`src/rtl/cdr_trig_pkg.sv`:
```
// Shared state and mode encodings for the CDR trigger sequencer and its APB status decode.
package cdr_trig_pkg;

    typedef enum logic [2:0] {
        IDLE      = 3'd0,
        WAIT_LOCK = 3'd1,
        QUALIFY   = 3'd2,
        ARMED     = 3'd3,
        HOLDOFF   = 3'd4
    } state_t;

    typedef enum logic {
        MODE_8B10B  = 1'b0,
        MODE_64B66B = 1'b1
    } mode_t;

endpackage

```
`src/rtl/cdr_trigger_sequencer.sv`:
```
// Arm/qualify/fire/holdoff controller for the CDR trigger datapath (rx_clk domain).
module cdr_trigger_sequencer
    import cdr_trig_pkg::*;
#(
    parameter int HOLDOFF_BITS = 16,
    parameter int QUAL_BITS    = 12,
    parameter int COUNT_BITS   = 32
) (
    input  logic                    clk,
    input  logic                    rst_n,
    input  logic                    arm,
    input  logic                    disarm,
    input  logic                    cfg_mode,
    input  logic                    cfg_single,
    input  logic [HOLDOFF_BITS-1:0] cfg_holdoff,
    input  logic [QUAL_BITS-1:0]    cfg_qual,
    input  logic                    lock_8b10b,
    input  logic                    lock_64b66b,
    input  logic                    match_8b10b,
    input  logic                    match_64b66b,
    input  logic                    force_trig,
    output logic                    trig_out,
    output logic                    armed,
    output logic [2:0]              state,
    output logic                    engine_rst,
    output logic                    lock_lost,
    output logic [COUNT_BITS-1:0]   trig_count
);

    localparam int CNT_W = (HOLDOFF_BITS > QUAL_BITS) ? HOLDOFF_BITS : QUAL_BITS;

    state_t           state_q;
    state_t           state_d;
    mode_t            mode_q;
    logic             single_q;
    logic [CNT_W-1:0] cnt_q;
    logic             lock_sel;
    logic             match_sel;
    logic             cnt_last;
    logic             fire;
    logic             arm_ok;

    assign lock_sel  = (mode_q == MODE_64B66B) ? lock_64b66b  : lock_8b10b;
    assign match_sel = (mode_q == MODE_64B66B) ? match_64b66b : match_8b10b;
    assign cnt_last  = (cnt_q <= CNT_W'(1));
    assign arm_ok    = (state_q == IDLE) && arm && !disarm;
    assign fire      = (state_q == ARMED) && !disarm && lock_sel && (match_sel || force_trig);
    assign state     = state_q;

    always_comb begin
        state_d = state_q;
        if (disarm) begin
            state_d = IDLE;
        end else begin
            case (state_q)
                IDLE:      if (arm) state_d = WAIT_LOCK;
                WAIT_LOCK: if (lock_sel) state_d = (cfg_qual == '0) ? ARMED : QUALIFY;
                QUALIFY: begin
                    if (!lock_sel)     state_d = WAIT_LOCK;
                    else if (cnt_last) state_d = ARMED;
                end
                ARMED: begin
                    if (!lock_sel)                       state_d = WAIT_LOCK;
                    else if (match_sel || force_trig)    state_d = single_q ? IDLE : HOLDOFF;
                end
                HOLDOFF: begin
                    if (!lock_sel)     state_d = WAIT_LOCK;
                    else if (cnt_last) state_d = ARMED;
                end
                default:   state_d = IDLE;
            endcase
        end
    end

    // The shared counter is preloaded one state early (in WAIT_LOCK / ARMED) so the
    // QUALIFY and HOLDOFF durations count from their first cycle; a load of 0 or 1 both last one cycle.
    always_ff @(posedge clk) begin
        if (!rst_n) begin
            state_q    <= IDLE;
            mode_q     <= MODE_8B10B;
            single_q   <= 1'b0;
            cnt_q      <= '0;
            trig_out   <= 1'b0;
            armed      <= 1'b0;
            engine_rst <= 1'b1;
            lock_lost  <= 1'b0;
            trig_count <= '0;
        end else begin
            state_q    <= state_d;
            trig_out   <= fire;
            armed      <= (state_d == ARMED);
            engine_rst <= !((state_d == ARMED) || (state_d == HOLDOFF));

            if (arm_ok) begin
                mode_q    <= mode_t'(cfg_mode);
                single_q  <= cfg_single;
                lock_lost <= 1'b0;
            end
            if (((state_q == ARMED) || (state_q == HOLDOFF)) && !disarm && !lock_sel)
                lock_lost <= 1'b1;

            if (fire && (trig_count != '1))
                trig_count <= trig_count + COUNT_BITS'(1);

            case (state_q)
                WAIT_LOCK:        cnt_q <= CNT_W'(cfg_qual);
                ARMED:            cnt_q <= CNT_W'(cfg_holdoff);
                QUALIFY, HOLDOFF: if (lock_sel && !cnt_last) cnt_q <= cnt_q - CNT_W'(1);
                default:          ;
            endcase
        end
    end

endmodule

```
`config.mk`:
```
export PLATFORM = sky130hd
export DESIGN_NAME = cdr_trigger_sequencer
export DESIGN_NICKNAME = d
export VERILOG_FILES = /design/src/rtl/cdr_trig_pkg.sv /design/src/rtl/cdr_trigger_sequencer.sv
export SDC_FILE = /design/constraint.sdc
export NUM_CORES = 1
export LEC_CHECK = 0
export ABC_CLOCK_PERIOD_IN_PS = 2980
export CELL_PAD_IN_SITES_DETAIL_PLACEMENT = 2
export CELL_PAD_IN_SITES_GLOBAL_PLACEMENT = 2
export CORE_UTILIZATION = 30
export CTS_BUF_LIST = sky130_fd_sc_hd__clkbuf_4 sky130_fd_sc_hd__clkbuf_8
export DETAILED_ROUTE_END_ITERATION = 10
export PLACE_DENSITY_LB_ADDON = 0.1
export SLEW_MARGIN = 20
export SYNTH_ARGS = -nofsm -noshare
export SYNTH_HDL_FRONTEND = slang
export SYNTH_SLANG_ARGS = --single-unit
```
`constraint.sdc`:
```
create_clock -name clk -period 2.98 [get_ports clk]
set_input_delay 0.894 -clock clk [delete_from_list [all_inputs] [get_ports clk]]
set_output_delay 0.894 -clock clk [all_outputs]
set_load 0.005 [all_outputs]
```
==> impl_summary.log <==
[metrics] Die Area: ~0.012 mm²
[metrics] average cell area after synthesis: around 8 µm²
[metrics] number of top-level design ports: 78
[metrics] H-tree level count: 3
[metrics] Wirelength per Cell: 19.6 µm
[metrics] category of the worst setup path launch point: flip-flop
[metrics] asr flop ratio synth: 0%
[metrics] upper clock frequency limit: 380 MHz
[metrics] number of setup violations in the final report: 0
[metrics] clock insertion delay at the later pin of the skew report: 0.35 ns
[metrics] summed instance area of the synthesized netlist: 0.00337 mm²
[metrics] predominant post-synthesis flop cell: dfxtp_1
[metrics] endpoint required time on the critical path: ~3.2 ns
[metrics] number of buffers created by CTS: 9
[metrics] Clock Skews: 0.0113 ns
[metrics] total number of yosys warnings: 0
[metrics] Sequential Area: ~0.0011 mm²
[metrics] run status: finished, final reports clean
[metrics] antenna diode instance count: 0
[metrics] Die X: roughly 110 µm
[metrics] antenna violations before repair: 0
[metrics] final estimated routing congestion in global placement: between 0.7 and 0.8
[metrics] Max FO, Critical Path: 16
[metrics] number of max-slew violations in the final report: 0
[metrics] Final period util: 88.2%
[metrics] Setup CP Type: flip-flop to flip-flop
[metrics] Final Routed Wirelength: 12800 µm
[metrics] Initial Utilization: a little under a third
[metrics] Remaining DRCs: 0
[metrics] most frequent cells in the layout: clkdlybuf4s50_1 (77), dfxtp_1 (57), a21oi_1 (38)
[metrics] final global-route overflow total: 0
[metrics] Setup Buffers After CTS: 0
[metrics] number of buffers inserted by port buffering: between 70 and 80
[metrics] class of the worst hold path: flip-flop to flip-flop
[metrics] clk slew on worst S/H paths: ~0.070 ns
[metrics] combined global-route utilization of all metal layers: about 23%
[metrics] first-pass GRT wire length: just over 20000 µm
[metrics] Post-Syn Nets: 464
[metrics] vias in the first global route: just over 4000
[metrics] cell type with the highest aggregate area in the netlist: dfxtp_1
[metrics] final hold violation count: 0
[metrics] number of nets with antenna violations after routing: 0
[metrics] Max rail drop VDD: 175 µV
[metrics] commonest non-fill, non-tap cell in the layout: clkdlybuf4s50_1
[metrics] post-layout power: between 0.0015 and 0.002 W
[metrics] Multi-input gate area: around 0.0021 mm²
[metrics] clk sink count: between 50 and 60
[metrics] unrepaired setup endpoints after global routing: false
[metrics] share of the synthesized area in the top cell type: between 30% and 40%
[metrics] largest net degree at the start of global routing: 29
[metrics] synth top area cells: dfxtp_1 (34%), a21oi_1 (5.6%), o21ai_0 (4.2%)
[metrics] smallest hold slack: slightly below 0.5 ns
[metrics] P_leak: 1.52 nW
[metrics] Pre-antenna DRT Iters: 4
[metrics] number of distinct library cells after synthesis: a little over 60
[metrics] buffer depth of the longest clock path: 2
[metrics] hold-fix buffer count after cts: 0
[metrics] endpoint type of the worst setup path: flip-flop
[metrics] total vias in the final route: roughly 3800
[metrics] number of flops mapped to enable cells by yosys: 0
[metrics] number of max-cap violations: 0
[metrics] net count of the finished layout: ~550
[metrics] post-detailed-placement half-perimeter wirelength: 9520 µm
[metrics] # rows: 38
[metrics] die height: about 110 µm
[metrics] area added between synthesis and finish: 35.9%
[metrics] area of the core: about 0.011 mm²
[metrics] initial detailed-routing violation count: 102
[metrics] CTS Root Cell: clkbuf_8
[metrics] number of fill cells in the layout: ~1300
[metrics] register area share after synthesis: ~34%
[metrics] Post-CTS Resized: 0
[metrics] clock tree from TritonCTS: done
[metrics] number of standard cells after synthesis: ~420
[metrics] detailed-route vias per instance: about 5.8
[metrics] power per standard cell area: 391 mW/mm²
[metrics] share of cells above drive strength 1: about a tenth
[metrics] slew at the pin with the worst max-slew slack: approximately 0.71 ns
[metrics] normalized max-slew margin: between 50% and 60%
[metrics] post-synthesis sequential element count: 57
[metrics] post-layout min period: ~2.6 ns
[metrics] Data arrival, critical path: 2.88 ns
flip-flops by register name, summed over array words and instances, names as in the netlist:
signal / count
mode_q: 1
lock_lost: 1
engine_rst: 1
state: 3
armed: 1
trig_count: 32
trig_out: 1
single_q: 1
cnt_q: 16
layout make-up:
| type | count | share of cell area (%) |
|---|---|---|
| Clock inverter | 7 | 1.53 |
| Sequential cell | 57 | 24.9 |
| Tap cell | 140 | 3.83 |
| Timing Repair Buffer | 99 | 20.4 |
| Inverter | 10 | 0.820 |
| Clock buffer | 9 | 2.71 |
| Multi-Input combinational cell | 333 | 45.8 |
report_power, final:
| group | switching [W] | internal (W) | total, W |
|---|---|---|---|
| Combinational | 0.000141 | 0.000117 | 0.000258 |
| Sequential | 0.0000176 | 0.000773 | 0.000791 |
| Clock | 0.000355 | 0.000385 | 0.000740 |
| Total | 0.000513 | 0.00128 | 0.00179 |
metal layers:
layer	routed length (µm)	up-vias	global-route usage, %
met1	5540	1885	26.4
met4	126	0	5.48
met5	0	-	0
met3	463	11	4.94
met2	6670	70	42.3
li1	-	1826	-
critical path: stages (launching register included):
cell and delay [ns]:
dfxtp_1 0.38, or4_4 0.57, or4b_4 0.56, o221ai_4 0.51
a221oi_1 0.23, a311oi_1 0.27
final timing paths:
kind	start	endpoint	slack (ns)	cells past startpoint
max	cnt_q[8]	cnt_q[1]	0.35	5
min	cnt_q[6]	cnt_q[6]	0.49	2
max reg2reg	cnt_q[8]	cnt_q[1]	0.35	5
min reg2reg	cnt_q[6]	cnt_q[6]	0.49	2
kinds of logic after synthesis:
| kind of cell | share of synthesized area, % |
|---|---|
| xor gates and xnor gates | 2.34 |
| DFF | 33.9 |
| muxes | 1.86 |
| and+or+nand+nor | 27.7 |
| buffers and inverters | 3.94 |
| AOI/OAI and AO/OA | 29.1 |
| adders and majority gates | 1.11 |
synthesized netlist by cell type, types with 3 or more instances:
library cell   n
a2111oi_0      3
or3_1         12
buf_2          4
nor4_1        10
nand2_1       28
or4_1         11
nand2b_1       7
o22ai_1        6
nor2_1        34
o21ai_0       28
a221oi_1       7
mux2i_1        4
nor3_1        14
a21oi_1       38
dfxtp_1       57
and3_1         7
a31oi_1        3
nand3_1       20
o31ai_1       15
clkbuf_1      16
ha_1           3
a311oi_1       6
inv_1          9
xnor2_1        7
nand4_1        8
nor2b_1        3
o211ai_1       6
a22oi_1        7
o311ai_0       6
and4_1         3
metrics by stage:
| stage | instances | setup TNS (ns) | utilization (%) | worst slack (ns) | instance area, µm² |
|---|---|---|---|---|---|
| floorplan | 422 | 0 | - | 0.536 | 3370 |
| global placement | 639 | 0 | 40.3 | 0.147 | 4380 |
| detailed placement | 639 | -0.0253 | 40.3 | -0.0253 | 4380 |
| CTS | 655 | 0 | 42.0 | 0.351 | 4580 |
| global route | 655 | 0 | 42.0 | 0.233 | 4580 |
| finish | 655 | 0 | 42.0 | 0.352 | 4580 |
Power figures use the tool's default switching activity.
